**config.mk**
```make
export PLATFORM = sky130hd
export DESIGN_NAME = pipe_ctrl
export DESIGN_NICKNAME = d
export VERILOG_FILES = /design/src/rtl/pipe_ctrl_pkg.sv /design/src/rtl/sat_counter.sv /design/src/rtl/pipe_ctrl.sv
export SDC_FILE = /design/constraint.sdc
export NUM_CORES = 1
export LEC_CHECK = 0
export ABC_AREA = 1
export BUFFER_PORTS_ARGS = -buffer_cell sky130_fd_sc_hd__buf_4
export CAP_MARGIN = 10
export CORE_UTILIZATION = 50
export DETAILED_ROUTE_END_ITERATION = 6
export PLACE_DENSITY_LB_ADDON = 0.3
export SLEW_MARGIN = 10
export SYNTH_ARGS = -nofsm -noshare
export SYNTH_HDL_FRONTEND = slang
export SYNTH_SLANG_ARGS = --single-unit
export TNS_END_PERCENT = 20
```
**constraint.sdc**
```tcl
create_clock -name clk -period 4.55 [get_ports clk]
set_input_delay 0.91 -clock clk [delete_from_list [all_inputs] [get_ports clk]]
set_output_delay 0.91 -clock clk [all_outputs]
set_load 0.1 [all_outputs]
```
**src/rtl/pipe_ctrl_pkg.sv**
```systemverilog
// Shared constants for the pipeline stall/flush controller: pause vector
// encodings (contiguous low-order runs of ones) and controller state codes.
package pipe_ctrl_pkg;

  localparam int PAUSE_W = 6;

  localparam logic [PAUSE_W-1:0] PAUSE_NONE = 6'b000000;
  localparam logic [PAUSE_W-1:0] PAUSE_IF   = 6'b000011;
  localparam logic [PAUSE_W-1:0] PAUSE_ID   = 6'b000111;
  localparam logic [PAUSE_W-1:0] PAUSE_EX   = 6'b001111;
  localparam logic [PAUSE_W-1:0] PAUSE_MEM  = 6'b011111;

  localparam logic [1:0] CTRL_IDLE     = 2'd0;
  localparam logic [1:0] CTRL_FLUSH    = 2'd1;
  localparam logic [1:0] CTRL_REDIRECT = 2'd2;

endpackage

```
**src/rtl/sat_counter.sv**
```systemverilog
// Parameterised saturating up-counter with enable; sticks at all-ones.
module sat_counter #(
  parameter int W = 32
) (
  input  logic         clk,
  input  logic         rst_n,
  input  logic         en,
  output logic [W-1:0] cnt
);

  logic [W-1:0] cnt_d;
  logic [W-1:0] cnt_q;

  always_comb begin
    cnt_d = cnt_q;
    if (en && (cnt_q != '1)) cnt_d = cnt_q + 1'b1;
  end

  always_ff @(posedge clk or negedge rst_n) begin
    if (!rst_n) cnt_q <= '0;
    else        cnt_q <= cnt_d;
  end

  assign cnt = cnt_q;

endmodule

```
**src/rtl/pipe_ctrl.sv**
```systemverilog
// Central stall/flush controller: merges stage stall requests into the pause
// vector, sequences exception flushes and offers the PC redirect to fetch.
module pipe_ctrl
  import pipe_ctrl_pkg::*;
#(
  parameter int ADDR_W = 32,
  parameter int CNT_W  = 32
) (
  input  logic               clk,
  input  logic               rst,
  input  logic               if_stall_req,
  input  logic               id_stall_req,
  input  logic               ex_stall_req,
  input  logic               mem_stall_req,
  input  logic               excp_req,
  input  logic [ADDR_W-1:0]  excp_target,
  input  logic               redirect_ready,
  output logic [PAUSE_W-1:0] pause,
  output logic               flush,
  output logic               redirect_valid,
  output logic [ADDR_W-1:0]  redirect_pc,
  output logic [CNT_W-1:0]   stall_cycles,
  output logic [1:0]         state_dbg
);

  // Redirect handshake: redirect_valid/redirect_pc are held from the cycle
  // after excp_req until the cycle redirect_ready is seen high; the transfer
  // completes on that edge and redirect_valid is low the cycle after.

  logic [1:0]         state_d, state_q;
  logic [ADDR_W-1:0]  redirect_pc_d, redirect_pc_q;
  logic [PAUSE_W-1:0] stall_enc;
  logic [PAUSE_W-1:0] pause_c;

  always_comb begin
    if (mem_stall_req)     stall_enc = PAUSE_MEM;
    else if (ex_stall_req) stall_enc = PAUSE_EX;
    else if (id_stall_req) stall_enc = PAUSE_ID;
    else if (if_stall_req) stall_enc = PAUSE_IF;
    else                   stall_enc = PAUSE_NONE;
  end

  always_comb begin
    state_d       = state_q;
    redirect_pc_d = redirect_pc_q;
    pause_c       = PAUSE_NONE;
    case (state_q)
      CTRL_IDLE: begin
        // The exception only steers the transition; this cycle's pause still
        // honours the stall requests.
        pause_c = stall_enc;
        if (excp_req) begin
          state_d       = CTRL_FLUSH;
          redirect_pc_d = excp_target;
        end
      end
      CTRL_FLUSH: begin
        pause_c = PAUSE_NONE;
        state_d = redirect_ready ? CTRL_IDLE : CTRL_REDIRECT;
      end
      CTRL_REDIRECT: begin
        pause_c = PAUSE_IF;
        if (redirect_ready) state_d = CTRL_IDLE;
      end
      default: begin
        pause_c = PAUSE_NONE;
        state_d = CTRL_IDLE;
      end
    endcase
  end

  always_ff @(posedge clk or negedge rst) begin
    if (!rst) begin
      state_q       <= CTRL_IDLE;
      redirect_pc_q <= '0;
    end else begin
      state_q       <= state_d;
      redirect_pc_q <= redirect_pc_d;
    end
  end

  // Stages see no hold while reset is asserted even if requests are high.
  assign pause          = rst ? pause_c : PAUSE_NONE;
  assign flush          = (state_q == CTRL_FLUSH);
  assign redirect_valid = (state_q != CTRL_IDLE);
  assign redirect_pc    = redirect_pc_q;
  assign state_dbg      = state_q;

  sat_counter #(.W(CNT_W)) u_cnt (
    .clk   (clk),
    .rst_n (rst),
    .en    (pause != PAUSE_NONE),
    .cnt   (stall_cycles)
  );

endmodule

```
==> flow_metrics.py <==
metrics = {
    "status": {
        "outcome": "finished, final reports clean",
    },
    "logic_synthesis": {
        "synth_area_leaders": "dfrtp_1, nand2_1, nor2_1, inv_1, nand3_1",
        "synth-edff-count": 0,
        "ys_warn_count": 0,
        "synth.top_cell.area_share": 0.462,
        "synth_flop_cell": "dfrtp_1",
        "synth_area_sq_um": 3570,
        "seq_area_frac_synth": 0.462,
        "netlist_top_cells_count": "nand2_1, dfrtp_1, nor2_1",
        "syn_avg_cell_area_sq_um": 6.99,
        "ys_types": 25,
        "synth_most_common_cell": "nand2_1",
        "synth_nets": 552,
        "postSynthCellCount": 511,
        "yosys.area.top_type": "dfrtp_1",
        "async_flop_share": 1.00,
        "synth-seq-cells": 66,
    },
    "global_routing": {
        "first_global_vias": 3457,
        "grt_pass1_wl_microns": 15800,
        "track_usage": 0.271,
        "grt_overflow_total": 0,
        "antenna_found_initial": 0,
        "grt_max_degree": 67,
    },
    "run": {
        "maxCapViolCount": 0,
    },
    "clock_tree": {
        "clockBufferDepth": 2,
        "cts_buffers": 9,
        "postCtsHoldBufs": 0,
        "cts_setup_buffers": 0,
        "root_buffer": "clkbuf_8",
        "h-tree-depth": 3,
        "cts_tree": "yes",
        "cts.reportedPaths.clkPinSlew_ps": 70,
        "cts_sinks": 66,
        "cts-resized-gates": 0,
        "clkLatencyLatePin_ps": 350,
    },
    "timing": {
        "fin_skew_ps": 13.5,
        "slew_headroom": 0.398,
        "max_freq_mhz": 354,
        "finalHoldViolCount": 0,
        "finalCriticalPeriod_ps": 2830,
        "setup_tns_ps": 0,
        "worstMarginPinSlew_ps": 902,
        "fin_crit_sh": 0.621,
        "maxSlewViolCount": 0,
        "setup_violations": 0,
        "rsz0062_at_grt": "no",
    },
    "worst_setup_path": {
        "path_class": "in2out",
        "arrival_ps": 1920,
        "cp_max_fo": 7,
        "crit_path_start_kind": "input pin",
        "endpoint_kind": "output pin",
        "cp.required_ps": 3640,
    },
    "pwr": {
        "power_density_nw_per_um2": 503,
        "leakagePower_nw": 2.48,
        "power_w": 0.00236,
        "irDropWorstVdd_uv": 404,
    },
    "routing": {
        "dr.pass1.iters": 4,
        "wl_per_cell_microns": 12.7,
        "vias": 3591,
        "drc": 0,
        "drt-initial-drc-count": 280,
        "vias_per_cell": 4.96,
        "antenna_left": 0,
        "wl_microns": 9200,
    },
    "worst_hold_path": {
        "hp-class": "reg2reg",
    },
    "floorplan": {
        "core_sq_um": 6830,
        "die-area_sq_um": 7490,
        "fp.dieH_microns": 86.5,
        "row_count": 30,
        "dieWidth_microns": 86.5,
        "pin_count": 114,
        "initial_core_util": 0.523,
    },
    "place": {
        "portBuffers": 112,
        "place.gp.congestion": 0.845,
        "dp_hpwl_microns": 6560,
    },
    "cells_and_area": {
        "layout-drive-gt1-share": 0.234,
        "nFillCells": 609,
        "layout.nets": 664,
        "antenna_cells": 0,
        "syn_to_final_growth_pct": 31.1,
    },
}
==> cells by family (layout without fill, tap and decap cells) <==
logic type / Yosys count / in the layout / synth area share
AO/OA/AOI/OAI: 5 / 5 / 0.00700
XOR/XNOR: 12 / 12 / 0.0294
adder cells (fa/ha/maj): 1 / 1 / 0.00350
buffers and inverters: 44 / 161 / 0.0613
flip-flops: 66 / 66 / 0.462
other: 1 / 1 / 0.00105
AND/OR/NAND/NOR: 382 / 382 / 0.436
==> placed cells by master (no fill, tap or decap) <==
master and count:
nand2_2 11, nand3_1 17, xnor2_1 6, dfrtp_1 66, inv_1 30, conb_1 1
nor3b_1 1, o21ai_0 3, nor3_1 1, nand2_8 1, nand2_1 283, nor2_2 1
xor2_1 6, inv_6 1, clkinv_2 1, buf_4 114, nor2_4 3, clkinvlp_4 1
o21ai_1 2, clkbuf_1 2, bufinv_16 3, nor2_1 58, nand2_4 2, ha_1 1
nand3b_1 2, nand4_1 2, clkbuf_8 9
==> power by group <==
part / total (W) / internal, W / switching (W)
logic: 0.00102 / 0.000194 / 0.000829
clock network: 0.000598 / 0.000364 / 0.000234
registers: 0.000738 / 0.000668 / 0.0000702
total: 0.00236 / 0.00123 / 0.00113
==> critical path: stages <==
cell and delay, ps:
buf_4 110, nor3_1 270, nand2_1 90, nand2_1 90, inv_1 160, buf_4 290
==> per-layer routing <==
metal / track usage / vias to the layer above / routed length (microns)
met5: 0 / - / 0
met4: 0.118 / 0 / 210
met3: 0.0581 / 27 / 571
met2: 0.436 / 143 / 4350
met1: 0.355 / 1664 / 4070
li1: - / 1757 / -
==> path summary, 6_finish.rpt <==
check,startpoint,to,slack (ps),depth (start not counted)
worst max-delay path,id_stall_req,pause[0],1720,6
worst min-delay path,redirect_pc[23]$_DFFE_PN0P_,redirect_pc[23]$_DFFE_PN0P_,480,2
worst max register to register,u_cnt.cnt[0]$_DFFE_PN0P_,u_cnt.cnt[12]$_DFFE_PN0P_,2510,10
worst min register to register,redirect_pc[23]$_DFFE_PN0P_,redirect_pc[23]$_DFFE_PN0P_,480,2
max in group asynchronous,rst,u_cnt.cnt[18]$_DFFE_PN0P_,3220,2
min in group asynchronous,rst,u_cnt.cnt[4]$_DFFE_PN0P_,750,2
==> through the flow <==
step	worst slack, ps	hold WS (ps)	area (sq um)	cells	utilization
floorplan	1220	614	3570	511	-
global placement	1780	465	4450	708	0.652
detailed placement	1730	467	4450	708	0.652
CTS	1720	488	4690	724	0.686
global route	1640	510	4690	724	0.686
finish	1720	482	4690	724	0.686
==> registers in the layout, indices dropped and copies added (netlist names) <==
register     cells
state_dbg        2
u_cnt.cnt       32
redirect_pc     32
==> cell type report <==
type                       count  area (sq um)  share of cell area
clock buffer                  11           131              0.0280
clock inverter                 5           103              0.0219
inverter                      31           121              0.0259
multi-input combinational    401          1700               0.363
sequential                    66          1650               0.352
tap                           96           120              0.0256
timing repair buffer         114           856               0.183
No activity file was read; power rests on OpenSTA's default activity.
